**src/rtl/dsqw_pkg.sv**
```systemverilog
// Shared deskew IP definitions: default geometry/bus widths and the job FSM encoding.
package dsqw_pkg;

  localparam int unsigned DSQW_DIM_W      = 12;
  localparam int unsigned DSQW_ADDR_W     = 32;
  localparam int unsigned DSQW_MAX_WIDTH  = 2048;
  localparam int unsigned DSQW_MAX_HEIGHT = 2048;
  localparam int unsigned DSQW_TMO_W      = 16;

  typedef enum logic [2:0] {
    ST_IDLE     = 3'd0,
    ST_CHECK    = 3'd1,
    ST_REQ      = 3'd2,
    ST_WAIT     = 3'd3,
    ST_NEXT     = 3'd4,
    ST_DONE     = 3'd5,
    ST_ERR_SIZE = 3'd6,
    ST_ERR_MEM  = 3'd7
  } dsqw_state_e;

endpackage

```
**src/rtl/dsqw_line_tmo.sv**
```systemverilog
// Per-line watchdog: counts cycles while enabled and flags the last allowed cycle.
module dsqw_line_tmo #(
  parameter int unsigned TMO_W = 16
) (
  input  logic             clk,
  input  logic             rst_n,
  input  logic             clr,
  input  logic             en,
  input  logic [TMO_W-1:0] limit,
  output logic             expired
);

  logic [TMO_W-1:0] cnt;

  always_ff @(posedge clk or negedge rst_n) begin
    if (!rst_n) begin
      cnt <= '0;
    end else if (clr) begin
      cnt <= '0;
    end else if (en) begin
      cnt <= cnt + TMO_W'(1);
    end
  end

  // A zero limit disables the watchdog entirely.
  assign expired = en && (limit != '0) && (cnt == limit - TMO_W'(1));

endmodule

```
**src/rtl/dsqw_job_ctrl.sv**
```systemverilog
// Deskew job sequencer: validates the frame, issues one line request per row and
// reports completion, size faults and memory access faults as one-cycle pulses.
module dsqw_job_ctrl
  import dsqw_pkg::*;
#(
  parameter int unsigned DIM_W      = DSQW_DIM_W,
  parameter int unsigned ADDR_W     = DSQW_ADDR_W,
  parameter int unsigned MAX_WIDTH  = DSQW_MAX_WIDTH,
  parameter int unsigned MAX_HEIGHT = DSQW_MAX_HEIGHT,
  parameter int unsigned TMO_W      = DSQW_TMO_W
) (
  input  logic              clk,
  input  logic              rst_n,
  input  logic              start,
  input  logic              abort,
  input  logic [DIM_W-1:0]  cfg_width,
  input  logic [DIM_W-1:0]  cfg_height,
  input  logic [DIM_W-1:0]  cfg_stride,
  input  logic [ADDR_W-1:0] cfg_src_base,
  input  logic [ADDR_W-1:0] cfg_dst_base,
  input  logic [TMO_W-1:0]  cfg_timeout,
  output logic              busy,
  output logic              line_req,
  output logic [ADDR_W-1:0] line_src_addr,
  output logic [ADDR_W-1:0] line_dst_addr,
  output logic [DIM_W-1:0]  line_len,
  input  logic              line_ack,
  input  logic              line_done,
  input  logic              line_err,
  output logic              dsqw_done,
  output logic              err_size,
  output logic              mem_acc_err
);

  localparam logic [DIM_W-1:0] MAX_W = DIM_W'(MAX_WIDTH);
  localparam logic [DIM_W-1:0] MAX_H = DIM_W'(MAX_HEIGHT);

  dsqw_state_e      state;
  dsqw_state_e      state_nxt;
  logic [DIM_W-1:0] height_q;
  logic [DIM_W-1:0] stride_q;
  logic [DIM_W-1:0] line_cnt;
  logic [TMO_W-1:0] tmo_q;
  logic             size_fault;
  logic             tmo_expired;

  // line_len doubles as the latched frame width.
  assign size_fault = (line_len == '0) || (height_q == '0) ||
                      (line_len > MAX_W) || (height_q > MAX_H) ||
                      (line_len > stride_q);

  dsqw_line_tmo #(.TMO_W(TMO_W)) u_line_tmo (
    .clk     (clk),
    .rst_n   (rst_n),
    .clr     (state != ST_WAIT),
    .en      (state == ST_WAIT),
    .limit   (tmo_q),
    .expired (tmo_expired)
  );

  // Next-state selection; abort overrides every other event.
  always_comb begin
    state_nxt = state;
    if ((state != ST_IDLE) && abort) begin
      state_nxt = ST_IDLE;
    end else begin
      case (state)
        ST_IDLE:  if (start) state_nxt = ST_CHECK;
        ST_CHECK: state_nxt = size_fault ? ST_ERR_SIZE : ST_REQ;
        ST_REQ:   if (line_ack) state_nxt = ST_WAIT;
        ST_WAIT: begin
          if (line_err || tmo_expired) state_nxt = ST_ERR_MEM;
          else if (line_done)          state_nxt = ST_NEXT;
        end
        ST_NEXT:  state_nxt = (line_cnt == height_q - DIM_W'(1)) ? ST_DONE : ST_REQ;
        default:  state_nxt = ST_IDLE;
      endcase
    end
  end

  // State, snapshot and outputs; outputs decode the state being entered.
  always_ff @(posedge clk or negedge rst_n) begin
    if (!rst_n) begin
      state         <= ST_IDLE;
      busy          <= 1'b0;
      line_req      <= 1'b0;
      dsqw_done     <= 1'b0;
      err_size      <= 1'b0;
      mem_acc_err   <= 1'b0;
      line_src_addr <= '0;
      line_dst_addr <= '0;
      line_len      <= '0;
      height_q      <= '0;
      stride_q      <= '0;
      tmo_q         <= '0;
      line_cnt      <= '0;
    end else begin
      state       <= state_nxt;
      busy        <= (state_nxt != ST_IDLE);
      line_req    <= (state_nxt == ST_REQ);
      dsqw_done   <= (state_nxt == ST_DONE);
      err_size    <= (state_nxt == ST_ERR_SIZE);
      mem_acc_err <= (state_nxt == ST_ERR_MEM);

      if ((state == ST_IDLE) && start) begin
        line_len      <= cfg_width;
        height_q      <= cfg_height;
        stride_q      <= cfg_stride;
        tmo_q         <= cfg_timeout;
        line_src_addr <= cfg_src_base;
        line_dst_addr <= cfg_dst_base;
        line_cnt      <= '0;
      end

      // Address advance wraps silently at the top of the address space.
      if (state == ST_NEXT) begin
        line_cnt      <= line_cnt + DIM_W'(1);
        line_src_addr <= line_src_addr + ADDR_W'(stride_q);
        line_dst_addr <= line_dst_addr + ADDR_W'(stride_q);
      end
    end
  end

endmodule

```
**config.mk**
```make
export PLATFORM = sky130hd
export DESIGN_NAME = dsqw_job_ctrl
export DESIGN_NICKNAME = d
export VERILOG_FILES = /design/src/rtl/dsqw_pkg.sv /design/src/rtl/dsqw_line_tmo.sv /design/src/rtl/dsqw_job_ctrl.sv
export SDC_FILE = /design/constraint.sdc
export NUM_CORES = 1
export LEC_CHECK = 0
export CAP_MARGIN = 10
export CORE_MARGIN = 2
export CORE_UTILIZATION = 48
export DETAILED_ROUTE_END_ITERATION = 12
export GPL_TIMING_DRIVEN = 0
export PLACE_DENSITY = 0.79
export SYNTH_ARGS = -nofsm -noshare
export SYNTH_HDL_FRONTEND = slang
export SYNTH_SLANG_ARGS = --single-unit
```
**constraint.sdc**
```tcl
create_clock -name clk -period 5.2 [get_ports clk]
set_input_delay 0.52 -clock clk [delete_from_list [all_inputs] [get_ports clk]]
set_output_delay 0.52 -clock clk [all_outputs]
set_load 0.02 [all_outputs]
```
==> results of run 1 <==
==> path summary, 6_finish.rpt <==
| check | end | slack [ns] | cells past startpoint | startpoint |
|---|---|---|---|---|
| max reg2reg | line_dst_addr[30] | 1.11 | 11 | stride_q[0] |
| max in group asynchronous | line_src_addr[30] | 4.23 | 2 | rst_n |
| min | line_dst_addr[6] | 0.09 | 1 | rst_n |
| min reg2reg | u_line_tmo.cnt[0] | 0.53 | 1 | u_line_tmo.cnt[0] |
| max | line_dst_addr[30] | 1.11 | 11 | stride_q[0] |
| min in group clk | u_line_tmo.cnt[0] | 0.53 | 1 | u_line_tmo.cnt[0] |
==> layer usage <==
layer	up-vias	wire length, um
met5	-	0
met1	4440	12600
met3	66	2270
met4	0	916
met2	353	14000
li1	4305	-
==> stage by stage <==
step,std cells,setup slack (ns)
after floorplan,1069,2.04
after global placement,1532,-2.61
after detailed placement,1533,1.17
after CTS,1565,1.13
after global routing,1565,0.854
final,1565,1.11
==> sequential cells by signal (all words and copies together), names as in the netlist, 3 cells and up <==
| signal | count |
|---|---|
| line_dst_addr | 32 |
| state | 3 |
| u_line_tmo.cnt | 16 |
| line_cnt | 12 |
| line_len | 12 |
| line_src_addr | 32 |
| stride_q | 12 |
| tmo_q | 16 |
| height_q | 12 |
==> synthesized netlist by cell type, types with 3 or more instances <==
cell type                   number  area, sq um
sky130_fd_sc_hd__nand2_1       198          743
sky130_fd_sc_hd__dfrtp_1       152         3800
sky130_fd_sc_hd__o21ai_0        77          385
sky130_fd_sc_hd__nor2_1         70          263
sky130_fd_sc_hd__clkbuf_1       47          176
sky130_fd_sc_hd__inv_1          44          165
sky130_fd_sc_hd__ha_1           42          526
sky130_fd_sc_hd__xnor2_1        41          359
sky130_fd_sc_hd__nand3_1        33          165
sky130_fd_sc_hd__a21oi_1        32          160
sky130_fd_sc_hd__xor2_1         28          245
sky130_fd_sc_hd__o211ai_1       25          188
sky130_fd_sc_hd__o311ai_0       23          201
sky130_fd_sc_hd__a22oi_1        22          165
sky130_fd_sc_hd__nand4_1        18          113
sky130_fd_sc_hd__and3_1         17          106
sky130_fd_sc_hd__a31oi_1        15         93.8
sky130_fd_sc_hd__nor3_1         15         75.1
sky130_fd_sc_hd__or3_1          13         81.3
sky130_fd_sc_hd__a21o_1         12         90.1
sky130_fd_sc_hd__nand2b_1       11         68.8
sky130_fd_sc_hd__nor2b_1         9         56.3
sky130_fd_sc_hd__nor4_1          9         56.3
sky130_fd_sc_hd__and2_1          8         50.1
sky130_fd_sc_hd__a221oi_1        7         61.3
sky130_fd_sc_hd__mux2i_1         7         70.1
sky130_fd_sc_hd__o31ai_1         7         52.6
sky130_fd_sc_hd__nor4b_1         6         52.6
sky130_fd_sc_hd__o311a_1         6         60.1
sky130_fd_sc_hd__a2111oi_0       5         43.8
sky130_fd_sc_hd__buf_1           5         18.8
sky130_fd_sc_hd__nand3b_1        5         37.5
sky130_fd_sc_hd__nor3b_1         5         37.5
sky130_fd_sc_hd__or2_2           5         31.3
sky130_fd_sc_hd__a211oi_1        4         30.0
sky130_fd_sc_hd__a221o_1         4         40.0
sky130_fd_sc_hd__and4_1          4         35.0
sky130_fd_sc_hd__o22ai_1         4         25.0
sky130_fd_sc_hd__or4_1           3         22.5
==> layout by cell type, fill, tap and decap left out, drive strengths merged, types with 33 or more instances in the layout <==
master / Yosys / layout
nand3: 33 / 33
o21ai: 77 / 77
nor2: 70 / 70
clkdlybuf4s50: 0 / 202
xnor2: 41 / 41
nand2: 198 / 198
inv: 44 / 44
dfrtp: 152 / 152
ha: 42 / 42
clkbuf: 47 / 67
==> cell families (layout without fill, tap and decap cells) <==
family / Yosys count / after routing / share of synthesized area
XOR/XNOR: 69 / 69 / 0.0652
adder cells (fa/ha/maj): 44 / 44 / 0.0610
AND/OR/NAND/NOR: 439 / 439 / 0.227
AO/OA/AOI/OAI: 262 / 262 / 0.190
multiplexers: 7 / 7 / 0.00756
flip-flops: 152 / 152 / 0.410
buffers and inverters: 96 / 332 / 0.0389
==> power groups by stage <==
stage	combinational, mW	clock [mW]	sequential, mW
3_5_place_dp	4.21	0	2.26
4_1_cts	4.24	1.39	2.25
6_report	4.26	1.38	2.28
5_1_grt	4.67	1.45	2.33
3_3_place_gp	4.10	0	2.24
2_1_floorplan	2.43	0	2.45
==> cell type report <==
cell class	count	share of cell area
Timing Repair Buffer	204	0.167
Multi-Input combinational cell	821	0.415
Clock buffer	20	0.0371
Clock inverter	12	0.0161
Inverter	44	0.0134
Tap cell	260	0.0264
Sequential cell	152	0.309
Buffer	52	0.0159
==> critical path, cell delays in order, from the launching register on <==
cell and delay, ns:
sky130_fd_sc_hd__dfrtp_1 0.54, sky130_fd_sc_hd__ha_1 0.27, sky130_fd_sc_hd__inv_1 0.07, sky130_fd_sc_hd__fa_1 0.40, sky130_fd_sc_hd__nor2b_1 0.17, sky130_fd_sc_hd__o2111a_1 0.25
sky130_fd_sc_hd__nor3_1 0.09, sky130_fd_sc_hd__o41ai_1 0.82, sky130_fd_sc_hd__nand2_1 0.29, sky130_fd_sc_hd__or2_2 0.39, sky130_fd_sc_hd__clkbuf_1 0.24, sky130_fd_sc_hd__o311ai_0 0.41
==> flow_summary.html, run 1 <==
<table>
<tr><th>Metric</th><th>Value</th></tr>
<tr><th colspan="2">Finish</th></tr>
<tr><td>Net count of the finished layout</td><td>1,459</td></tr>
<tr><td>Final standard cell area without fillers</td><td>12,300 sq um</td></tr>
<tr><td>Number of inserted diodes</td><td>0</td></tr>
<tr><td>Filler instances</td><td>1,555</td></tr>
<tr><td>Sequential cell area in the final layout</td><td>3800 sq um</td></tr>
<tr><td>Layout cell share with drive strength beyond 1</td><td>0.0322</td></tr>
<tr><td>Multi-input gate area in the final layout</td><td>5110 sq um</td></tr>
<tr><td>Layout overhead on the synthesized area</td><td>32.8%</td></tr>
<tr><td>Final Core Density</td><td>0.654</td></tr>
<tr><th colspan="2">Job</th></tr>
<tr><td>Number of max-capacitance violations reported</td><td>0</td></tr>
<tr><th colspan="2">Logic synthesis</th></tr>
<tr><td>Number of enable flip-flop cells after synthesis</td><td>0</td></tr>
<tr><td>Yosys warning total</td><td>0</td></tr>
<tr><td>Mean instance size in the synthesized netlist</td><td>8.67 sq um</td></tr>
<tr><td>Synth Flop Type</td><td>sky130_fd_sc_hd__dfrtp_1</td></tr>
<tr><td>Number of different library cells in the post-synthesis netlist</td><td>62</td></tr>
<tr><td>Sequential-to-total area share from yosys stat</td><td>0.410</td></tr>
<tr><td>Number of nets in the synthesized netlist</td><td>1,236</td></tr>
<tr><td>Async SR Flop Fraction</td><td>1.00</td></tr>
<tr><td>Flip-flop and latch count after synthesis</td><td>152</td></tr>
<tr><td>Cell count after synthesis</td><td>1,069</td></tr>
<tr><td>Cell Area, Synth</td><td>9270 sq um</td></tr>
<tr><th colspan="2">Route</th></tr>
<tr><td>Drt first-iter violations</td><td>614</td></tr>
<tr><td>Residual DRC</td><td>0</td></tr>
<tr><td>Total wirelength of the detailed-routed design</td><td>29.8 mm</td></tr>
<tr><td>Total via count in the routed design</td><td>9,164</td></tr>
<tr><td>Post-detailed-route via-to-cell ratio</td><td>5.86</td></tr>
<tr><td>Number of detailed-route iterations in the first pass</td><td>5</td></tr>
<tr><td>DRT antenna net count</td><td>0</td></tr>
<tr><td>Wire length per cell after detailed routing</td><td>19.0 um</td></tr>
<tr><th colspan="2">CTS</th></tr>
<tr><td>CTS tree</td><td>yes</td></tr>
<tr><td>Count of hold-fix buffers inserted at cts</td><td>0</td></tr>
<tr><td>Number of CTS-inserted buffers</td><td>17</td></tr>
<tr><td>Clock transition at the registers of the reported paths</td><td>0.07 ns</td></tr>
<tr><td>Clock latency on the worst-skew pair</td><td>0.43 ns</td></tr>
<tr><td>Number of cells upsized or downsized after cts</td><td>0</td></tr>
<tr><td>Root Buffer</td><td>sky130_fd_sc_hd__clkbuf_16</td></tr>
<tr><td>Clock net sink count</td><td>152</td></tr>
<tr><td>Setup Fix Bufs, Post-CTS</td><td>0</td></tr>
<tr><td>Largest buffer count on any clock path</td><td>2</td></tr>
<tr><td>Number of levels in the clock H-tree</td><td>4</td></tr>
<tr><th colspan="2">Timing</th></tr>
<tr><td>Clock tree skew after final layout</td><td>0.00823 ns</td></tr>
<tr><td>Achievable Freq</td><td>245 MHz</td></tr>
<tr><td>Max-slew violations</td><td>0</td></tr>
<tr><td>Unrepaired setup endpoints after global routing</td><td>false</td></tr>
<tr><td>Final-layout worst hold slack</td><td>0.0918 ns</td></tr>
<tr><td>Rel. slew slack</td><td>0.402</td></tr>
<tr><td>Final worst path period share</td><td>0.786</td></tr>
<tr><td>Minimum clock period after layout</td><td>4.09 ns</td></tr>
<tr><td>Sum of negative setup slack</td><td>0 ns</td></tr>
<tr><td>Actual transition at the worst max-transition pin</td><td>0.886 ns</td></tr>
<tr><td>Final hold viol count</td><td>0</td></tr>
<tr><td>Count of endpoints failing setup in the final report</td><td>0</td></tr>
<tr><th colspan="2">Pwr</th></tr>
<tr><td>Combinational group share of total power</td><td>0.538</td></tr>
<tr><td>Post-layout total power</td><td>7.92 mW</td></tr>
<tr><td>Part of the total power dissipated in sequential elements</td><td>0.287</td></tr>
<tr><td>Internal power of the cells</td><td>4.38 mW</td></tr>
<tr><td>Switching Fraction</td><td>0.447</td></tr>
<tr><td>Leakage power</td><td>5.16 nW</td></tr>
<tr><td>Worst voltage drop across the vdd grid</td><td>0.000297 V</td></tr>
<tr><td>Psw</td><td>3.54 mW</td></tr>
<tr><td>Total power divided by cell area</td><td>644 nW/um^2</td></tr>
<tr><td>Share of power burned in the clock network</td><td>0.175</td></tr>
<tr><th colspan="2">Global routing</th></tr>
<tr><td>Global-route usage over all layers</td><td>0.296</td></tr>
<tr><td>Total gr overflow</td><td>0</td></tr>
<tr><td>Grt met2 use</td><td>0.480</td></tr>
<tr><td>Pin count of the biggest net entering global routing</td><td>85</td></tr>
<tr><td>Met1 Use GR</td><td>0.388</td></tr>
<tr><td>Initial antenna violation count</td><td>0</td></tr>
<tr><td>Number of global-route vias before repair</td><td>8,862</td></tr>
<tr><td>Met3 usage</td><td>0.0627</td></tr>
<tr><td>Global-route wire length before repair</td><td>46.9 mm</td></tr>
<tr><td>Most Used Layer, Global Route</td><td>met2</td></tr>
<tr><th colspan="2">Place</th></tr>
<tr><td>Routability congestion estimate</td><td>0.927</td></tr>
<tr><td>Count of input and output buffers</td><td>203</td></tr>
<tr><td>Half-perimeter wire length after placement</td><td>22.4 mm</td></tr>
<tr><td>Placed Instance Area</td><td>11,700 sq um</td></tr>
<tr><th colspan="2">Floorplanning</th></tr>
<tr><td>Number of ports placed on the die boundary</td><td>204</td></tr>
<tr><td>Starting density of the core</td><td>0.492</td></tr>
<tr><td>Chip height</td><td>143 um</td></tr>
<tr><td>Die W</td><td>143 um</td></tr>
<tr><td>Area of the core region</td><td>18,800 sq um</td></tr>
<tr><td>Die Outline Area</td><td>20,400 sq um</td></tr>
<tr><td>Number of placement rows</td><td>50</td></tr>
<tr><th colspan="2">Run status</th></tr>
<tr><td>Status</td><td>finished clean</td></tr>
<tr><th colspan="2">Setup path</th></tr>
<tr><td>Endpoint kind of the worst setup timing path</td><td>flip-flop</td></tr>
<tr><td>Crit path max fanout</td><td>10</td></tr>
<tr><td>CP Data Required Time</td><td>5.50 ns</td></tr>
<tr><td>Signal arrival time at the worst endpoint</td><td>4.39 ns</td></tr>
<tr><td>Critical path class</td><td>flip-flop to flip-flop</td></tr>
<tr><td>Crit path launch type</td><td>flip-flop</td></tr>
<tr><th colspan="2">Hold path</th></tr>
<tr><td>Hold WC Path Type</td><td>primary input to async pin</td></tr>
</table>
(Power assumes the default switching activity.)
==> run 2, diff against run 1 <==
--- a/config.mk
+++ b/config.mk
@@ -7,10 +7,10 @@
 export LEC_CHECK = 0
 export CAP_MARGIN = 10
 export CORE_MARGIN = 2
-export CORE_UTILIZATION = 48
+export CORE_UTILIZATION = 47
 export DETAILED_ROUTE_END_ITERATION = 12
 export GPL_TIMING_DRIVEN = 0
-export PLACE_DENSITY = 0.79
+export PLACE_DENSITY = 0.81
 export SYNTH_ARGS = -nofsm -noshare
 export SYNTH_HDL_FRONTEND = slang
 export SYNTH_SLANG_ARGS = --single-unit
==> constraint.sdc (replaced) <==
create_clock -name clk -period 3.6 [get_ports clk]
set_input_delay 0.36 -clock clk [delete_from_list [all_inputs] [get_ports clk]]
set_output_delay 0.36 -clock clk [all_outputs]
set_load 0.02 [all_outputs]
==> flow_summary.html, run 2 (same netlist as run 1, synthesis figures left out) <==
<table>
<tr><th>Metric</th><th>Value</th></tr>
<tr><th colspan="2">Setup path</th></tr>
<tr><td>CP Data Required Time</td><td>3.89 ns</td></tr>
<tr><td>Worst reg2reg path startpoint</td><td>stride_q[0]</td></tr>
<tr><td>Crit path launch type</td><td>flip-flop</td></tr>
<tr><td>R2r worst-path depth</td><td>12</td></tr>
<tr><td>Crit path max fanout</td><td>10</td></tr>
<tr><td>Cells traversed along the worst timing path</td><td>ha_1, inv_1, fa_1, nor2b_1, o21ai_0, a21boi_0, a21oi_1, a21oi_4, nand3_1, clkbuf_1, o211ai_1, o311ai_0</td></tr>
<tr><td>Signal arrival time at the worst endpoint</td><td>3.61 ns</td></tr>
<tr><td>Highest-delay cell along the critical path</td><td>sky130_fd_sc_hd__dfrtp_1</td></tr>
<tr><td>Family of cells with the greatest summed delay on the critical path</td><td>compound AO/OA/AOI/OAI gates</td></tr>
<tr><td>Crit path buf inv count</td><td>2</td></tr>
<tr><td>Reg2Reg Capture Point</td><td>line_src_addr[16]</td></tr>
<tr><td>Critical path class</td><td>flip-flop to flip-flop</td></tr>
<tr><td>Setup slack on the worst flop-to-flop path</td><td>0.28 ns</td></tr>
<tr><td>Critical path depth</td><td>12</td></tr>
<tr><td>Endpoint kind of the worst setup timing path</td><td>flip-flop</td></tr>
<tr><td>Stage delay of the slowest cell on the critical path</td><td>0.47 ns</td></tr>
<tr><th colspan="2">Route</th></tr>
<tr><td>Wire length per cell after detailed routing</td><td>18.5 um</td></tr>
<tr><td>Residual DRC</td><td>0</td></tr>
<tr><td>Post-detailed-route via-to-cell ratio</td><td>5.86</td></tr>
<tr><td>Total wirelength of the detailed-routed design</td><td>29.0 mm</td></tr>
<tr><td>DRT antenna net count</td><td>0</td></tr>
<tr><td>Total via count in the routed design</td><td>9,216</td></tr>
<tr><td>Drt first-iter violations</td><td>579</td></tr>
<tr><td>Number of detailed-route iterations in the first pass</td><td>5</td></tr>
<tr><th colspan="2">Global routing</th></tr>
<tr><td>Initial antenna violation count</td><td>0</td></tr>
<tr><td>Pin count of the biggest net entering global routing</td><td>80</td></tr>
<tr><td>Total gr overflow</td><td>0</td></tr>
<tr><td>Global-route usage over all layers</td><td>0.283</td></tr>
<tr><td>Number of global-route vias before repair</td><td>8,806</td></tr>
<tr><td>Global-route wire length before repair</td><td>45.8 mm</td></tr>
<tr><th colspan="2">Finish</th></tr>
<tr><td>Net count of the finished layout</td><td>1,462</td></tr>
<tr><td>Most common library cell in the layout ignoring fill and taps</td><td>sky130_fd_sc_hd__clkdlybuf4s50_1</td></tr>
<tr><td>Final Core Density</td><td>0.634</td></tr>
<tr><td>Number of inserted diodes</td><td>0</td></tr>
<tr><td>Sequential cell area in the final layout</td><td>3800 sq um</td></tr>
<tr><td>Multi-input gate area in the final layout</td><td>5140 sq um</td></tr>
<tr><td>Final std cells w/o fill</td><td>1,572</td></tr>
<tr><td>Filler instances</td><td>1,651</td></tr>
<tr><td>Largest registers</td><td>line_dst_addr x32, line_src_addr x32</td></tr>
<tr><td>Commonest cells after routing, fill and taps aside</td><td>202 x sky130_fd_sc_hd__clkdlybuf4s50_1, 198 x sky130_fd_sc_hd__nand2_1, 152 x sky130_fd_sc_hd__dfrtp_1, 77 x sky130_fd_sc_hd__o21ai_0, 70 x sky130_fd_sc_hd__nor2_1</td></tr>
<tr><td>Layout cell share with drive strength beyond 1</td><td>0.0337</td></tr>
<tr><td>Layout overhead on the synthesized area</td><td>32.6%</td></tr>
<tr><th colspan="2">Floorplanning</th></tr>
<tr><td>Number of ports placed on the die boundary</td><td>204</td></tr>
<tr><td>Area of the core region</td><td>19,400 sq um</td></tr>
<tr><td>Die W</td><td>144 um</td></tr>
<tr><td>Chip height</td><td>144 um</td></tr>
<tr><td>Die Outline Area</td><td>20,900 sq um</td></tr>
<tr><td>Number of placement rows</td><td>51</td></tr>
<tr><td>Starting density of the core</td><td>0.478</td></tr>
<tr><th colspan="2">CTS</th></tr>
<tr><td>Number of CTS-inserted buffers</td><td>17</td></tr>
<tr><td>Number of levels in the clock H-tree</td><td>4</td></tr>
<tr><td>Root Buffer</td><td>sky130_fd_sc_hd__clkbuf_16</td></tr>
<tr><td>Clock net sink count</td><td>152</td></tr>
<tr><td>Clock transition at the registers of the reported paths</td><td>0.06 ns</td></tr>
<tr><td>Largest buffer count on any clock path</td><td>2</td></tr>
<tr><td>Clock latency on the worst-skew pair</td><td>0.44 ns</td></tr>
<tr><td>CTS tree</td><td>yes</td></tr>
<tr><th colspan="2">Timing</th></tr>
<tr><td>Clock tree skew after final layout</td><td>0.00801 ns</td></tr>
<tr><td>Sum of negative setup slack</td><td>0 ns</td></tr>
<tr><td>Final-layout worst hold slack</td><td>0.446 ns</td></tr>
<tr><td>Rel. slew slack</td><td>0.482</td></tr>
<tr><td>Minimum clock period after layout</td><td>3.32 ns</td></tr>
<tr><td>Final hold viol count</td><td>0</td></tr>
<tr><td>Actual transition at the worst max-transition pin</td><td>0.773 ns</td></tr>
<tr><td>Final worst path period share</td><td>0.922</td></tr>
<tr><td>Max-slew violations</td><td>0</td></tr>
<tr><td>Count of endpoints failing setup in the final report</td><td>0</td></tr>
<tr><td>Achievable Freq</td><td>301 MHz</td></tr>
<tr><td>Unrepaired setup endpoints after global routing</td><td>false</td></tr>
<tr><th colspan="2">Hold path</th></tr>
<tr><td>Hold depth</td><td>3</td></tr>
<tr><td>Hold WC Path Type</td><td>primary input to flip-flop</td></tr>
<tr><td>Hold path startpoint</td><td>cfg_timeout[8]</td></tr>
<tr><td>Worst hold path endpoint</td><td>tmo_q[8]</td></tr>
<tr><th colspan="2">Pwr</th></tr>
<tr><td>Internal power of the cells</td><td>6.18 mW</td></tr>
<tr><td>Switching Fraction</td><td>0.454</td></tr>
<tr><td>Total power divided by cell area</td><td>922 nW/um^2</td></tr>
<tr><td>Psw</td><td>5.14 mW</td></tr>
<tr><td>Share of power burned in the clock network</td><td>0.157</td></tr>
<tr><td>Part of the total power dissipated in sequential elements</td><td>0.291</td></tr>
<tr><td>Leakage power</td><td>5.16 nW</td></tr>
<tr><td>Worst voltage drop across the vdd grid</td><td>0.000559 V</td></tr>
<tr><td>Combinational group share of total power</td><td>0.552</td></tr>
<tr><th colspan="2">Place</th></tr>
<tr><td>Count of input and output buffers</td><td>203</td></tr>
<tr><td>Routability congestion estimate</td><td>0.933</td></tr>
<tr><td>DP Cell Count</td><td>1,538</td></tr>
<tr><td>Half-perimeter wire length after placement</td><td>22.0 mm</td></tr>
<tr><th colspan="2">Job</th></tr>
<tr><td>Number of max-capacitance violations reported</td><td>0</td></tr>
<tr><th colspan="2">Run status</th></tr>
<tr><td>Status</td><td>finished clean</td></tr>
</table>
[run 2: routing by layer]
layer,wire (um),global-route usage,part of all wire,vias up
li1,-,-,-,4317
met1,12000,0.365,0.41,4417
met2,13300,0.459,0.46,405
met3,2510,0.0573,0.087,77
met4,1210,0.132,0.042,0
met5,0,0,0,-
[run 2: metrics by stage]
stage	setup WS, ns	power (mW)	instance area [sq um]
finish	0.280	11.3	12300
global route	0.0220	12.1	12300
CTS	0.0346	11.2	12300
detailed placement	-0.227	9.37	11700
global placement	-3.98	9.18	11600
floorplan	0.436	7.05	9270
[run 2: tightest hold or removal path, delay by kind of cell]
kind / cells / cell delay [ns]
buf+inv: 1 / 0.39
simple gates: 2 / 0.09
[run 2: worst max-delay path by stage]
stage | start | endpoint | slack (ns)
4_1_cts | stride_q[0] | line_dst_addr[22] | 0.03
6_report | stride_q[0] | line_src_addr[16] | 0.28
3_5_place_dp | stride_q[0] | line_dst_addr[22] | -0.23
3_3_place_gp | rst_n | line_len[7] | -3.98
2_1_floorplan | line_dst_addr[0] | line_dst_addr[30] | 0.44
5_1_grt | height_q[0] | mem_acc_err | 0.02
[run 2: area by class of cell]
class | count | area share
plain buffers | 52 | 0.0159
well taps | 265 | 0.0270
clock buffers | 24 | 0.0392
inverters | 44 | 0.0134
multi-input cells | 821 | 0.418
clock inverters | 7 | 0.00763
repair buffers | 207 | 0.170
flip-flops and latches | 152 | 0.309
[run 2: power by group through the flow]
stage | sequential, mW | combinational [mW] | clock (mW)
6_report | 3.30 | 6.25 | 1.78
5_1_grt | 3.39 | 6.86 | 1.86
4_1_cts | 3.27 | 6.15 | 1.79
3_5_place_dp | 3.29 | 6.09 | 0
3_3_place_gp | 3.26 | 5.91 | 0
2_1_floorplan | 3.54 | 3.51 | 0
[run 2: repair_timing]
action,4_1_cts,5_1_grt
endpoints found under the setup margin,7,18
resized for setup,2,3
endpoints found under the hold margin,5,0
hold buffers,1,0
pin swaps,0,1
buffers inserted,0,2
==> run 3, diff against run 2 <==
--- a/config.mk
+++ b/config.mk
@@ -6,7 +6,7 @@
 export NUM_CORES = 1
 export LEC_CHECK = 0
 export CAP_MARGIN = 10
-export CORE_MARGIN = 2
+export CORE_MARGIN = 3
 export CORE_UTILIZATION = 47
 export DETAILED_ROUTE_END_ITERATION = 12
 export GPL_TIMING_DRIVEN = 0
==> flow_summary.html, run 3 (same netlist as run 1, synthesis figures left out) <==
<table>
<tr><th>Metric</th><th>Value</th></tr>
<tr><th colspan="2">Pwr</th></tr>
<tr><td>Leakage power</td><td>5.16 nW</td></tr>
<tr><td>Total power divided by cell area</td><td>927 nW/um^2</td></tr>
<tr><td>Worst voltage drop across the vdd grid</td><td>0.000542 V</td></tr>
<tr><th colspan="2">Route</th></tr>
<tr><td>Residual DRC</td><td>0</td></tr>
<tr><td>Drt first-iter violations</td><td>704</td></tr>
<tr><td>Post-detailed-route via-to-cell ratio</td><td>5.92</td></tr>
<tr><td>Total routed wire length on the met1 layer</td><td>12.9 mm</td></tr>
<tr><td>Wire length per cell after detailed routing</td><td>19.3 um</td></tr>
<tr><td>DRT antenna net count</td><td>0</td></tr>
<tr><td>Detailed route wirelength on metal2</td><td>14.3 mm</td></tr>
<tr><td>Met3 WL</td><td>2.03 mm</td></tr>
<tr><td>Highest routed metal layer</td><td>met4</td></tr>
<tr><td>Total via count in the routed design</td><td>9,259</td></tr>
<tr><td>Total wirelength of the detailed-routed design</td><td>30.2 mm</td></tr>
<tr><td>Number of detailed-route iterations in the first pass</td><td>5</td></tr>
<tr><th colspan="2">Floorplanning</th></tr>
<tr><td>Die W</td><td>146 um</td></tr>
<tr><td>Area of the core region</td><td>19,000 sq um</td></tr>
<tr><td>Die Outline Area</td><td>21,400 sq um</td></tr>
<tr><td>Starting density of the core</td><td>0.487</td></tr>
<tr><td>Chip height</td><td>146 um</td></tr>
<tr><td>Number of placement rows</td><td>50</td></tr>
<tr><td>Number of ports placed on the die boundary</td><td>204</td></tr>
<tr><th colspan="2">Timing</th></tr>
<tr><td>Slack of the critical path</td><td>0.0789 ns</td></tr>
<tr><td>Actual transition at the worst max-transition pin</td><td>0.813 ns</td></tr>
<tr><td>Max-slew violations</td><td>0</td></tr>
<tr><td>Final worst path period share</td><td>0.978</td></tr>
<tr><td>Clock tree skew after final layout</td><td>0.00860 ns</td></tr>
<tr><td>Achievable Freq</td><td>284 MHz</td></tr>
<tr><td>Minimum clock period after layout</td><td>3.52 ns</td></tr>
<tr><td>Count of endpoints failing setup in the final report</td><td>0</td></tr>
<tr><td>Final hold viol count</td><td>0</td></tr>
<tr><td>Rel. slew slack</td><td>0.458</td></tr>
<tr><td>Sum of negative setup slack</td><td>0 ns</td></tr>
<tr><th colspan="2">Job</th></tr>
<tr><td>Number of max-capacitance violations reported</td><td>0</td></tr>
<tr><th colspan="2">Place</th></tr>
<tr><td>Half-perimeter wire length after placement</td><td>22.6 mm</td></tr>
<tr><td>Routability congestion estimate</td><td>0.971</td></tr>
<tr><td>Count of input and output buffers</td><td>203</td></tr>
<tr><td>Pre-CTS worst setup slack</td><td>-0.358 ns</td></tr>
<tr><th colspan="2">Finish</th></tr>
<tr><td>Number of inserted diodes</td><td>0</td></tr>
<tr><td>Largest registers</td><td>line_dst_addr x32, line_src_addr x32</td></tr>
<tr><td>Multi-input gate area in the final layout</td><td>5140 sq um</td></tr>
<tr><td>Most common library cell in the layout ignoring fill and taps</td><td>sky130_fd_sc_hd__clkdlybuf4s50_1</td></tr>
<tr><td>Sequential cell area in the final layout</td><td>3800 sq um</td></tr>
<tr><td>Layout overhead on the synthesized area</td><td>32.5%</td></tr>
<tr><td>Layout cell share with drive strength beyond 1</td><td>0.0375</td></tr>
<tr><td>Commonest cells after routing, fill and taps aside</td><td>202 x sky130_fd_sc_hd__clkdlybuf4s50_1, 198 x sky130_fd_sc_hd__nand2_1, 151 x sky130_fd_sc_hd__dfrtp_1, 77 x sky130_fd_sc_hd__o21ai_0, 70 x sky130_fd_sc_hd__nor2_1</td></tr>
<tr><td>Net count of the finished layout</td><td>1,461</td></tr>
<tr><td>Filler instances</td><td>1,624</td></tr>
<tr><th colspan="2">CTS</th></tr>
<tr><td>Clock net sink count</td><td>152</td></tr>
<tr><td>Clock transition at the registers of the reported paths</td><td>0.06 ns</td></tr>
<tr><td>Number of levels in the clock H-tree</td><td>4</td></tr>
<tr><td>Root Buffer</td><td>sky130_fd_sc_hd__clkbuf_16</td></tr>
<tr><td>CTS tree</td><td>yes</td></tr>
<tr><td>Clock latency on the worst-skew pair</td><td>0.43 ns</td></tr>
<tr><td>Number of CTS-inserted buffers</td><td>17</td></tr>
<tr><td>Largest buffer count on any clock path</td><td>2</td></tr>
<tr><th colspan="2">Global routing</th></tr>
<tr><td>Initial antenna violation count</td><td>0</td></tr>
<tr><td>Pin count of the biggest net entering global routing</td><td>93</td></tr>
<tr><td>Global-route usage over all layers</td><td>0.281</td></tr>
<tr><td>Total gr overflow</td><td>0</td></tr>
<tr><td>Number of global-route vias before repair</td><td>9,264</td></tr>
<tr><td>Global-route wire length before repair</td><td>48.5 mm</td></tr>
<tr><th colspan="2">Run status</th></tr>
<tr><td>Status</td><td>finished clean</td></tr>
<tr><th colspan="2">Setup path</th></tr>
<tr><td>CP Data Required Time</td><td>3.89 ns</td></tr>
<tr><td>Signal arrival time at the worst endpoint</td><td>3.81 ns</td></tr>
<tr><td>Crit path launch type</td><td>flip-flop</td></tr>
<tr><td>Endpoint kind of the worst setup timing path</td><td>flip-flop</td></tr>
<tr><td>Critical path class</td><td>flip-flop to flip-flop</td></tr>
<tr><td>Crit path max fanout</td><td>10</td></tr>
<tr><th colspan="2">Hold path</th></tr>
<tr><td>Hold WC Path Type</td><td>primary input to flip-flop</td></tr>
</table>
==> run 3: cell types whose count changed in the layout (fill, tap and decap cells not counted) <==
cell | previous run | this run
sky130_fd_sc_hd__clkbuf_1 | 51 | 45
sky130_fd_sc_hd__clkbuf_8 | 3 | 6
sky130_fd_sc_hd__clkbuf_2 | 0 | 2
sky130_fd_sc_hd__buf_4 | 2 | 1
sky130_fd_sc_hd__bufinv_16 | 2 | 1
sky130_fd_sc_hd__clkinv_2 | 2 | 3
sky130_fd_sc_hd__clkinv_4 | 1 | 0
sky130_fd_sc_hd__clkinvlp_4 | 2 | 3
sky130_fd_sc_hd__dfrtp_1 | 152 | 151
sky130_fd_sc_hd__dfrtp_2 | 0 | 1
==> run 3: critical path: stages (launching register included) <==
cell and delay [ns]:
sky130_fd_sc_hd__dfrtp_2 0.48, sky130_fd_sc_hd__ha_1 0.24, sky130_fd_sc_hd__inv_1 0.07, sky130_fd_sc_hd__fa_1 0.40
sky130_fd_sc_hd__nor2b_1 0.20, sky130_fd_sc_hd__o2111a_1 0.22, sky130_fd_sc_hd__nor3_1 0.08, sky130_fd_sc_hd__o41ai_2 0.32
sky130_fd_sc_hd__buf_4 0.19, sky130_fd_sc_hd__nand2_1 0.13, sky130_fd_sc_hd__or2_2 0.39, sky130_fd_sc_hd__clkbuf_2 0.22
sky130_fd_sc_hd__o311ai_0 0.43
==> run 3: through the flow <==
step / hold slack, ns / area, sq um / util / instances / power (mW)
after floorplan: 0.0644 / 9270 / - / 1069 / 7.05
after global placement: 0.500 / 11600 / 0.611 / 1532 / 9.22
after detailed placement: 0.378 / 11700 / 0.613 / 1533 / 9.43
after CTS: 0.450 / 12300 / 0.644 / 1564 / 11.3
after global routing: 0.474 / 12300 / 0.646 / 1565 / 12.2
final: 0.457 / 12300 / 0.646 / 1565 / 11.4
==> run 3: repair_timing <==
item                                   4_1_cts  5_1_grt
buffers inserted                             0        1
gates resized for setup                      3        7
gates cloned                                 0        0
hold buffers                                 1        0
setup endpoints to repair                   11       21
pin swaps                                    1        1
endpoints found under the hold margin       60        0
==> run 3: routing by layer <==
layer	track usage	vias up
met1	0.369	4505
met3	0.0605	57
li1	-	4317
met5	0	-
met2	0.459	380
met4	0.108	0
==> run 3: layout make-up <==
type                            count  area share
Timing Repair Buffer              206       0.169
Multi-Input combinational cell    821       0.418
Inverter                           44      0.0134
Buffer                             52      0.0161
Clock inverter                      7     0.00550
Sequential cell                   152       0.310
Clock buffer                       23      0.0414
Tap cell                          260      0.0265
==> run 3: path summary, 6_finish.rpt <==
kind                              startpoint                 to  slack [ns]  cells past startpoint
setup / recovery                 stride_q[0]  line_dst_addr[28]        0.08                     12
min in group asynchronous              rst_n        line_len[9]        0.48                      2
hold / removal                cfg_timeout[4]           tmo_q[4]        0.46                      3
max in group asynchronous              rst_n        stride_q[0]        2.20                      3
setup reg to reg                 stride_q[0]  line_dst_addr[28]        0.08                     12
hold reg to reg            u_line_tmo.cnt[0]  u_line_tmo.cnt[0]        0.52                      1
==> run 3: report_power, final <==
part / internal [mW] / switching [mW]
registers: 2.40 / 0.891
logic: 2.71 / 3.61
clock network: 1.05 / 0.717
total: 6.16 / 5.22
